## config.mk

```make
export PLATFORM = sky130hd
export DESIGN_NAME = axis_uart_tx_arbiter_flat
export DESIGN_NICKNAME = d
export VERILOG_FILES = /design/src/rtl/axis_uart_tx_arbiter_if.sv /design/src/rtl/axis_uart_tx_arbiter.sv /design/src/flat_wrapper.sv
export SDC_FILE = /design/constraint.sdc
export NUM_CORES = 1
export LEC_CHECK = 0
export BUFFER_PORTS_ARGS = -buffer_cell sky130_fd_sc_hd__buf_2
export CAP_MARGIN = 10
export CORE_ASPECT_RATIO = 0.6
export CORE_MARGIN = 2
export CORE_UTILIZATION = 55
export CTS_BUF_LIST = sky130_fd_sc_hd__clkbuf_16
export CTS_CLUSTER_DIAMETER = 60
export DETAILED_ROUTE_END_ITERATION = 8
export PLACE_DENSITY_LB_ADDON = 0.15
export SLEW_MARGIN = 20
export SYNTH_ARGS = -nofsm -noshare
export SYNTH_HDL_FRONTEND = slang
export SYNTH_SLANG_ARGS = --single-unit
export TNS_END_PERCENT = 50
```

## constraint.sdc

```tcl
create_clock -name clk -period 3.5 [get_ports clk]
set_input_delay 0.35 -clock clk [delete_from_list [all_inputs] [get_ports clk]]
set_output_delay 0.35 -clock clk [all_outputs]
set_load 0.005 [all_outputs]
```

## src/rtl/axis_uart_tx_arbiter_if.sv

```systemverilog
// Requester-side and UART-side AXI-Stream signals of the TX arbiter.
// slave = arbiter view, master = producers/consumer (testbench) view.
interface axis_uart_tx_arbiter_if #(
  parameter int NUM_SRC = 4
);
  logic [NUM_SRC*8-1:0] s_tdata;
  logic [NUM_SRC-1:0]   s_tvalid;
  logic [NUM_SRC-1:0]   s_tlast;
  logic [NUM_SRC-1:0]   s_tready;
  logic [7:0]           m_tdata;
  logic                 m_tvalid;
  logic                 m_tready;

  modport slave (
    input  s_tdata, s_tvalid, s_tlast, m_tready,
    output s_tready, m_tdata, m_tvalid
  );

  modport master (
    output s_tdata, s_tvalid, s_tlast, m_tready,
    input  s_tready, m_tdata, m_tvalid
  );
endinterface

```

## src/rtl/axis_uart_tx_arbiter.sv

```systemverilog
// Round-robin, packet-locked N:1 byte-stream arbiter in front of a UART TX
// AXI-Stream port; optionally prefixes every burst with an 8'hA0|id header.

module axis_uart_tx_arbiter_lane #(
  parameter int IDX = 0
) (
  input  logic [3:0] grant_id,
  input  logic       data_en,
  input  logic [7:0] tdata,
  input  logic       tvalid,
  input  logic       tlast,
  output logic       tready,
  output logic [7:0] sel_tdata,
  output logic       sel_tvalid,
  output logic       sel_tlast
);
  logic sel;

  // Non-granted lanes contribute zeros so the top can OR-reduce the mux.
  assign sel        = (grant_id == 4'(IDX));
  assign tready     = sel & data_en;
  assign sel_tdata  = sel ? tdata : 8'h00;
  assign sel_tvalid = sel & tvalid;
  assign sel_tlast  = sel & tlast;
endmodule

module axis_uart_tx_arbiter #(
  parameter int NUM_SRC   = 4,
  parameter int HEADER_EN = 1,
  parameter int MAX_BURST = 64
) (
  input  logic                  clk,
  input  logic                  rst_n,
  axis_uart_tx_arbiter_if.slave bus,
  output logic [3:0]            grant_id,
  output logic                  busy
);
  localparam logic [1:0] ST_IDLE   = 2'd0;
  localparam logic [1:0] ST_HEADER = 2'd1;
  localparam logic [1:0] ST_DATA   = 2'd2;
  localparam logic [1:0] ST_FLUSH  = 2'd3;

  logic [1:0]                state;
  logic [3:0]                last;
  logic [15:0]               cnt;
  logic [7:0]                tdata_q;
  logic                      tvalid_q;

  logic                      free;
  logic                      data_en;
  logic [NUM_SRC-1:0]        tready_v;
  logic [NUM_SRC-1:0]        lane_vld;
  logic [NUM_SRC-1:0]        lane_last;
  logic [NUM_SRC-1:0][7:0]   lane_data;
  logic [7:0]                g_data;
  logic                      g_vld;
  logic                      g_last;

  logic [15:0]               rr_req;
  logic [4:0]                rr_idx;
  logic                      rr_found;
  logic [3:0]                pick;
  logic [16:0]               cnt_nxt;
  logic                      burst_end;

  assign free    = !tvalid_q | bus.m_tready;
  assign data_en = (state == ST_DATA) & free;

  generate
    for (genvar i = 0; i < NUM_SRC; i++) begin : g_lane
      axis_uart_tx_arbiter_lane #(.IDX(i)) u_lane (
        .grant_id   (grant_id),
        .data_en    (data_en),
        .tdata      (bus.s_tdata[8*i +: 8]),
        .tvalid     (bus.s_tvalid[i]),
        .tlast      (bus.s_tlast[i]),
        .tready     (tready_v[i]),
        .sel_tdata  (lane_data[i]),
        .sel_tvalid (lane_vld[i]),
        .sel_tlast  (lane_last[i])
      );
    end
  endgenerate

  always_comb begin
    g_data = 8'h00;
    for (int i = 0; i < NUM_SRC; i++) g_data = g_data | lane_data[i];
    g_vld  = |lane_vld;
    g_last = |lane_last;
  end

  // First requester after the last grant, wrapping; pointer starts at NUM_SRC-1.
  always_comb begin
    rr_req   = 16'(bus.s_tvalid);
    rr_idx   = 5'd0;
    rr_found = 1'b0;
    pick     = last;
    for (int k = 1; k <= NUM_SRC; k++) begin
      rr_idx = {1'b0, last} + 5'(k);
      if (rr_idx >= 5'(NUM_SRC)) rr_idx = rr_idx - 5'(NUM_SRC);
      if (!rr_found && rr_req[rr_idx[3:0]]) begin
        rr_found = 1'b1;
        pick     = rr_idx[3:0];
      end
    end
  end

  assign cnt_nxt   = {1'b0, cnt} + 17'd1;
  assign burst_end = (cnt_nxt == 17'(MAX_BURST));

  always_ff @(posedge clk or negedge rst_n) begin
    if (!rst_n) begin
      state    <= ST_IDLE;
      tdata_q  <= 8'h00;
      tvalid_q <= 1'b0;
      grant_id <= 4'd0;
      last     <= 4'(NUM_SRC - 1);
      cnt      <= 16'd0;
    end else begin
      if (tvalid_q && bus.m_tready) tvalid_q <= 1'b0;
      case (state)
        ST_IDLE: begin
          if (|bus.s_tvalid) begin
            grant_id <= pick;
            last     <= pick;
            cnt      <= 16'd0;
            state    <= (HEADER_EN != 0) ? ST_HEADER : ST_DATA;
          end
        end
        ST_HEADER: begin
          if (free) begin
            tdata_q  <= 8'hA0 | {4'h0, grant_id};
            tvalid_q <= 1'b1;
            state    <= ST_DATA;
          end
        end
        ST_DATA: begin
          if (free) begin
            if (g_vld) begin
              tdata_q  <= g_data;
              tvalid_q <= 1'b1;
              cnt      <= cnt_nxt[15:0];
              if (g_last || burst_end) state <= ST_FLUSH;
            end else begin
              // Source stalled mid-packet: keep the grant, just idle the stage.
              tvalid_q <= 1'b0;
            end
          end
        end
        ST_FLUSH: begin
          if (free) state <= ST_IDLE;
        end
        default: state <= ST_IDLE;
      endcase
    end
  end

  assign bus.m_tdata  = tdata_q;
  assign bus.m_tvalid = tvalid_q;
  assign bus.s_tready = tready_v;
  assign busy         = (state != ST_IDLE) | tvalid_q;
endmodule

```

## src/flat_wrapper.sv

```systemverilog
// flat-port wrapper written by rule: the top's interface ports become plain ports
module axis_uart_tx_arbiter_flat 
#(
  parameter int NUM_SRC   = 4,
  parameter int HEADER_EN = 1,
  parameter int MAX_BURST = 64
)
  (clk, rst_n, grant_id, busy, bus_s_tdata, bus_s_tvalid, bus_s_tlast, bus_m_tready, bus_s_tready, bus_m_tdata, bus_m_tvalid);
  axis_uart_tx_arbiter_if #(.NUM_SRC(NUM_SRC)) bus_i ();
  input  logic clk;
  input  logic rst_n;
  output logic [3:0] grant_id;
  output logic busy;
  input wire logic [$bits(bus_i.s_tdata)-1:0] bus_s_tdata;
  input wire logic [$bits(bus_i.s_tvalid)-1:0] bus_s_tvalid;
  input wire logic [$bits(bus_i.s_tlast)-1:0] bus_s_tlast;
  input wire logic [$bits(bus_i.m_tready)-1:0] bus_m_tready;
  output wire logic [$bits(bus_i.s_tready)-1:0] bus_s_tready;
  output wire logic [$bits(bus_i.m_tdata)-1:0] bus_m_tdata;
  output wire logic [$bits(bus_i.m_tvalid)-1:0] bus_m_tvalid;
  assign bus_i.s_tdata = bus_s_tdata;
  assign bus_i.s_tvalid = bus_s_tvalid;
  assign bus_i.s_tlast = bus_s_tlast;
  assign bus_i.m_tready = bus_m_tready;
  assign bus_s_tready = bus_i.s_tready;
  assign bus_m_tdata = bus_i.m_tdata;
  assign bus_m_tvalid = bus_i.m_tvalid;
  axis_uart_tx_arbiter #(.NUM_SRC(NUM_SRC), .HEADER_EN(HEADER_EN), .MAX_BURST(MAX_BURST)) u_core (.clk(clk), .rst_n(rst_n), .bus(bus_i), .grant_id(grant_id), .busy(busy));
endmodule
```

== Word-level counts from Yosys, hierarchy flattened ==
Cells that the tools add are included.

* Output and inout port bits: 18
* Register bits after elaboration: 35
* Input port bits: 43
* Logic and storage cells: 118

* Reductions and logical operators: 21
* Equal/unequal tests: 13
* Mux-type cells: 43
* Add/sub/neg operators: 9
* Order comparisons: 8
* Bitwise logic cells: 18

{| class="wikitable"
|+ Operator list
! kind !! number
|-
| two-way mux 8 bit || 7
|-
| two-way mux 16 bit || 3
|-
| two-way mux 4 bit || 8
|-
| one-hot mux 16 bit (2 select lines) || 1
|-
| OR 8 bit || 3
|-
| >= comparator 5 x 3 -> 1 bit (second input constant) || 4
|-
| < comparator 4 x 5 -> 1 bit (second input constant) || 4
|-
| adder 16 x 1 -> 17 bit (second input constant) || 1
|-
| equality test 17 x 7 -> 1 bit (second input constant) || 1
|-
| binary-select mux 1 bit (select 4 bit) || 4
|-
| one-hot mux 8 bit (2 select lines) || 1
|-
| subtractor 4 x 3 -> 4 bit (second input constant) || 4
|-
| AND 1 bit || 13
|-
| two-way mux 2 bit || 6
|-
| OR reduction 4 bit || 3
|-
| two-way mux 1 bit || 11
|-
| adder 4 x 2 -> 5 bit (second input constant) || 2
|-
| != test 2 x 1 -> 1 bit (second input constant) || 5
|-
| equality test 4 x 2 -> 1 bit (second input constant) || 2
|-
| one-hot mux 2 bit (4 select lines) || 1
|-
| AND reduction 4 bit || 2
|-
| AND reduction 6 bit || 1
|-
| nonzero test 2 bit || 3
|-
| adder 4 x 1 -> 5 bit (second input constant) || 1
|-
| other kinds (13) || 21
|}

== Depth between registers and ports, before layout ==
* Word-level depth: 15
* Mapped depth: 11
* Gate-level depth less buffers: 11

== Modules after synthesis ==
A second synthesis with hierarchy kept.

* Cell total of the unflattened synthesis: 340
* Area total of the unflattened synthesis: 2970.3 µm²

{| class="wikitable"
|+ Modules (own cells, without submodules)
! module !! cells an instance !! sequential area each (µm²) !! times used !! area an instance (µm²)
|-
| axis_uart_tx_arbiter || 288 || 828.3 || 1 || 2551.2
|-
| axis_uart_tx_arbiter_lane at u_core.g_lane[1].u_lane ... || 13 || 0.0 || 2 || 113.9
|-
| axis_uart_tx_arbiter_lane at u_core.g_lane[3].u_lane || 13 || 0.0 || 1 || 102.6
|-
| axis_uart_tx_arbiter_lane at u_core.g_lane[0].u_lane || 13 || 0.0 || 1 || 88.8
|}

== Worst setup path before layout ==
OpenSTA, ideal clock, no wires.

* Path type: register to register
* Start: register u_core.last[2]
* End: register u_core.last[1]
* Stages on the path, launching flop included: 12
* Arrival: 2490 ps
* Path slack: 928 ps
* Clock period less this slack: 2572 ps
* Library setup time: 82 ps
* Path buffers: 1
* Data required time: 3418 ps
* Path through: dfrtp_1 > clkbuf_1 > inv_1 > ha_1 > ha_1 > nor2b_1 > a21oi_1 > a21oi_1 > o21bai_1 > nor2_1 > a21oi_1 > mux2_2

* Cells in the longest elaborated chain, start to end: 15
* Elaborated cells between the ends (all ways): 37
* Those cells by class: add/sub: 8; order compare: 4; mux: 19; reduce/logical: 6

{| class="wikitable"
|+ RTL lines
! item !! RTL line !! RTL
|-
| start, declared || axis_uart_tx_arbiter.sv:44 || <nowiki>logic [3:0] last;</nowiki>
|-
| start signal, assigned || axis_uart_tx_arbiter.sv:117 || <nowiki>last <= 4'(NUM_SRC - 1);</nowiki>
|-
| start signal, assigned || axis_uart_tx_arbiter.sv:125 || <nowiki>last <= pick;</nowiki>
|-
| adder 4 x 1 -> 5 bit || axis_uart_tx_arbiter.sv:99 || <nowiki>rr_idx = {1'b0, last} + 5'(k);</nowiki>
|-
| subtractor 4 x 3 -> 4 bit or >= comparator 5 x 3 -> 1 bit (tied branches) || axis_uart_tx_arbiter.sv:100 || <nowiki>if (rr_idx >= 5'(NUM_SRC)) rr_idx = rr_idx - 5'(NUM_SRC);</nowiki>
|-
| two-way mux 4 bit || axis_uart_tx_arbiter.sv:100 ||
|-
| binary-select mux 1 bit (select 4 bit) || axis_uart_tx_arbiter.sv:101 || <nowiki>if (!rr_found && rr_req[rr_idx[3:0]]) begin</nowiki>
|-
| two-way mux 1 bit (implied by the code) || axis_uart_tx_arbiter.sv:101 ||
|-
| two-way mux 1 bit || axis_uart_tx_arbiter.sv:101 ||
|-
| logical NOT 1 bit || axis_uart_tx_arbiter.sv:101 ||
|-
| logical AND 1 bit || axis_uart_tx_arbiter.sv:101 ||
|-
| two-way mux 1 bit || axis_uart_tx_arbiter.sv:101 ||
|-
| logical NOT 1 bit || axis_uart_tx_arbiter.sv:101 ||
|-
| logical AND 1 bit || axis_uart_tx_arbiter.sv:101 ||
|-
| two-way mux 1 bit || axis_uart_tx_arbiter.sv:101 ||
|-
| logical NOT 1 bit || axis_uart_tx_arbiter.sv:101 ||
|-
| logical AND 1 bit || axis_uart_tx_arbiter.sv:101 ||
|-
| two-way mux 4 bit * || axis_uart_tx_arbiter.sv:101 ||
|}

Every way passes the cells marked *; elsewhere a longest branch is shown, timed or not. The select of a mux whose other input is x is not followed.
A chain may end at the register's enable or synchronous reset.

==> flow_summary.json <==
{
  "grt.total_usage_pct": 26.05,
  "numClockSinks": 33,
  "maxCapViolCount": 0,
  "fillers": 423,
  "fp.dieW_microns": 96.73,
  "cts_made_buffers": 5,
  "dp_cells": 422,
  "whs_ps": 131.5,
  "first_global_vias": 2396,
  "post_cts_buffers": 0,
  "min_path_type": "primary input to asynchronous set/reset pin",
  "synth_ff_type": "dfrtp_1",
  "setup_tns_ps": 0,
  "ctsLongestPathBuffers": 2,
  "ctsRootBufferMaster": "clkbuf_16",
  "synthCells": 313,
  "power_leakage_nw": 1.577,
  "synth_edf_count": 0,
  "synth_most_common_cell": "o21ai_0",
  "synth.net_count": 376,
  "final_cell_area_sq_um": 3302,
  "ant_nets": 0,
  "yosysTopAreaCellShare_pct": 27.34,
  "path_max_fanout": 13,
  "pre_cts_ws_ps": 690.1,
  "first_pass_iters": 4,
  "initial_core_util_pct": 56.70,
  "fin_cells": 430,
  "rsz0062_at_grt": "no",
  "hold_viol_final": 0,
  "drtIter0Drc": 196,
  "fin_util_pct": 65.98,
  "period_minus_slack_ps": 2857,
  "nets": 426,
  "routed_via_density": 5.779,
  "antenna_found_initial": 0,
  "synth_area_sq_um": 2838,
  "finalSetupViolations": 0,
  "design.core.area_sq_um": 5005,
  "antenna_cells": 0,
  "die_h_microns": 59.64,
  "busiest_layer": "met2",
  "synth_common_cells": "33 x o21ai_0, 31 x dfrtp_1, 29 x nand2_1",
  "grt_start_max_net_pins": 34,
  "maxSlewViolCount": 0,
  "clk_latency_ps": 280,
  "status": "complete, no violations",
  "max_freq_ghz": 0.3500,
  "setup_ws_ps": 642.5,
  "avgSynthCellArea_sq_um": 9.066,
  "io_pins": 61,
  "cts_tree": "done",
  "overflow": 0,
  "yosys.area.top_type": "dfrtp_1",
  "crit_arrival_ps": 3020,
  "grt_pass1_wl_microns": 11900,
  "wl_per_cell_microns": 16.03,
  "port_buffers": 60,
  "peakVddDrop_uv": 387.4,
  "holdBufCountCts": 0,
  "die_area_sq_um": 5769,
  "path_class": "register to register",
  "start_kind": "register",
  "yosysWarnings": 0,
  "synthArstFlopShare_pct": 100.0,
  "synth_seq_cells": 33,
  "synthTopCellsByArea": "dfrtp_1 27%, ha_1 8.8%, mux4_2 7.1%",
  "seq_area_frac_synth_pct": 29.19,
  "hpwl_microns": 5083,
  "worst_setup_path_end_kind": "register",
  "totalWireLength_microns": 6894,
  "skew_ps": 4.445,
  "fin_crit_sh_pct": 81.64,
  "tightest_slew_ps": 757.8,
  "num_rows": 20,
  "clk_pin_slew_worst_paths_ps": 60,
  "p_total_mw": 2.521,
  "ys_types": 55,
  "met3_usage_pct": 6.368,
  "htreeDepth": 2,
  "route.detailed.drc": 0,
  "slew_headroom_pct": 49.48,
  "ctsResizeCount": 0,
  "grtUsageMet2_pct": 41.07,
  "postPlaceCellArea_sq_um": 3139,
  "worstPathRequired_ps": 3670,
  "powerDensity_nw_per_um2": 763.6,
  "drive_gt1_share_pct": 27.47,
  "vias": 2485,
  "syn_to_final_growth_pct": 16.36,
  "place_congestion": 0.8286,
  "grt_use_met1_pct": 36.30
}
-- state kept, by name (all words and copies together), names as in the netlist --
| register | count |
|---|---|
| u_core.bus.m_tdata | 8 |
| u_core.bus.m_tvalid | 1 |
| u_core.cnt | 16 |
| u_core.grant_id | 2 |
| u_core.last | 4 |
| u_core.state | 2 |
-- where the power goes --
group	switching, mW	internal, mW	total, mW	leakage [nW]
sequential	0.149	0.483	0.632	0.433
clock	0.166	0.331	0.497	0.0826
combinational	0.748	0.645	1.39	1.06
-- cell type report --
| type | count | area (sq um) | share of cell area [%] |
|---|---|---|---|
| well taps | 66 | 82.58 | 2.501 |
| flip-flops and latches | 33 | 828.3 | 25.09 |
| clock buffers | 5 | 125.1 | 3.789 |
| clock inverters | 3 | 37.54 | 1.137 |
| repair buffers | 64 | 330.3 | 10.00 |
| multi-input cells | 246 | 1849 | 56.01 |
| inverters | 13 | 48.80 | 1.478 |
-- placed cells by master, fill, tap and decap left out, drive strengths merged, types with 2 or more instances in the layout --
master and n:
a211oi 2, a21o 3, a21oi 17, a22o 4
a31oi 5, a32oi 2, and2 5, and3 2
buf 64, clkbuf 5, dfrtp 31, dfstp 2
ha 20, inv 14, mux2 7, mux2i 7
mux4 9, nand2 29, nand2b 7, nand3 7
nand3b 2, nand4 7, nor2 24, nor2b 9
nor3 6, nor4b 2, o21a 2, o21ai 33
o31ai 4, o32ai 2, o41ai 2, or2 2
or3 3, xnor2 7, xor2 4
-- per-layer routing --
metal	share of wire, %	vias up
li1	-	1236
met1	49	1151
met2	42	91
met3	8.2	7
met4	0.94	0
met5	0	-
-- path summary, 6_finish.rpt --
| kind | slack [ps] | startpoint | cells past startpoint | to |
|---|---|---|---|---|
| min in group clk | 470 | u_core.bus.m_tdata[7] | 1 | u_core.bus.m_tdata[7] |
| min | 130 | rst_n | 1 | u_core.last[2] |
| max | 640 | u_core.last[2] | 9 | u_core.state[1] |
| min reg2reg | 470 | u_core.bus.m_tdata[7] | 1 | u_core.bus.m_tdata[7] |
| max reg2reg | 640 | u_core.last[2] | 9 | u_core.state[1] |
| max in group asynchronous | 2880 | rst_n | 1 | u_core.cnt[8] |
-- kinds of logic after synthesis --
kind of cell	share of synthesized area, %
simple gates	21.21
buf+inv	5.644
fa+ha+maj	8.818
mux	12.65
flops	29.19
xor+xnor	3.395
compound gates	19.09
-- critical path: stages (launching register included) --
cell and delay [ps]:
dfrtp_1 520, inv_1 230, ha_1 460, nand2_1 180
a2bb2oi_2 180, nor2_1 160, o21ai_0 160, nor4b_1 320
a31o_1 220, mux2_4 300
No activity file was read; power rests on OpenSTA's default activity.
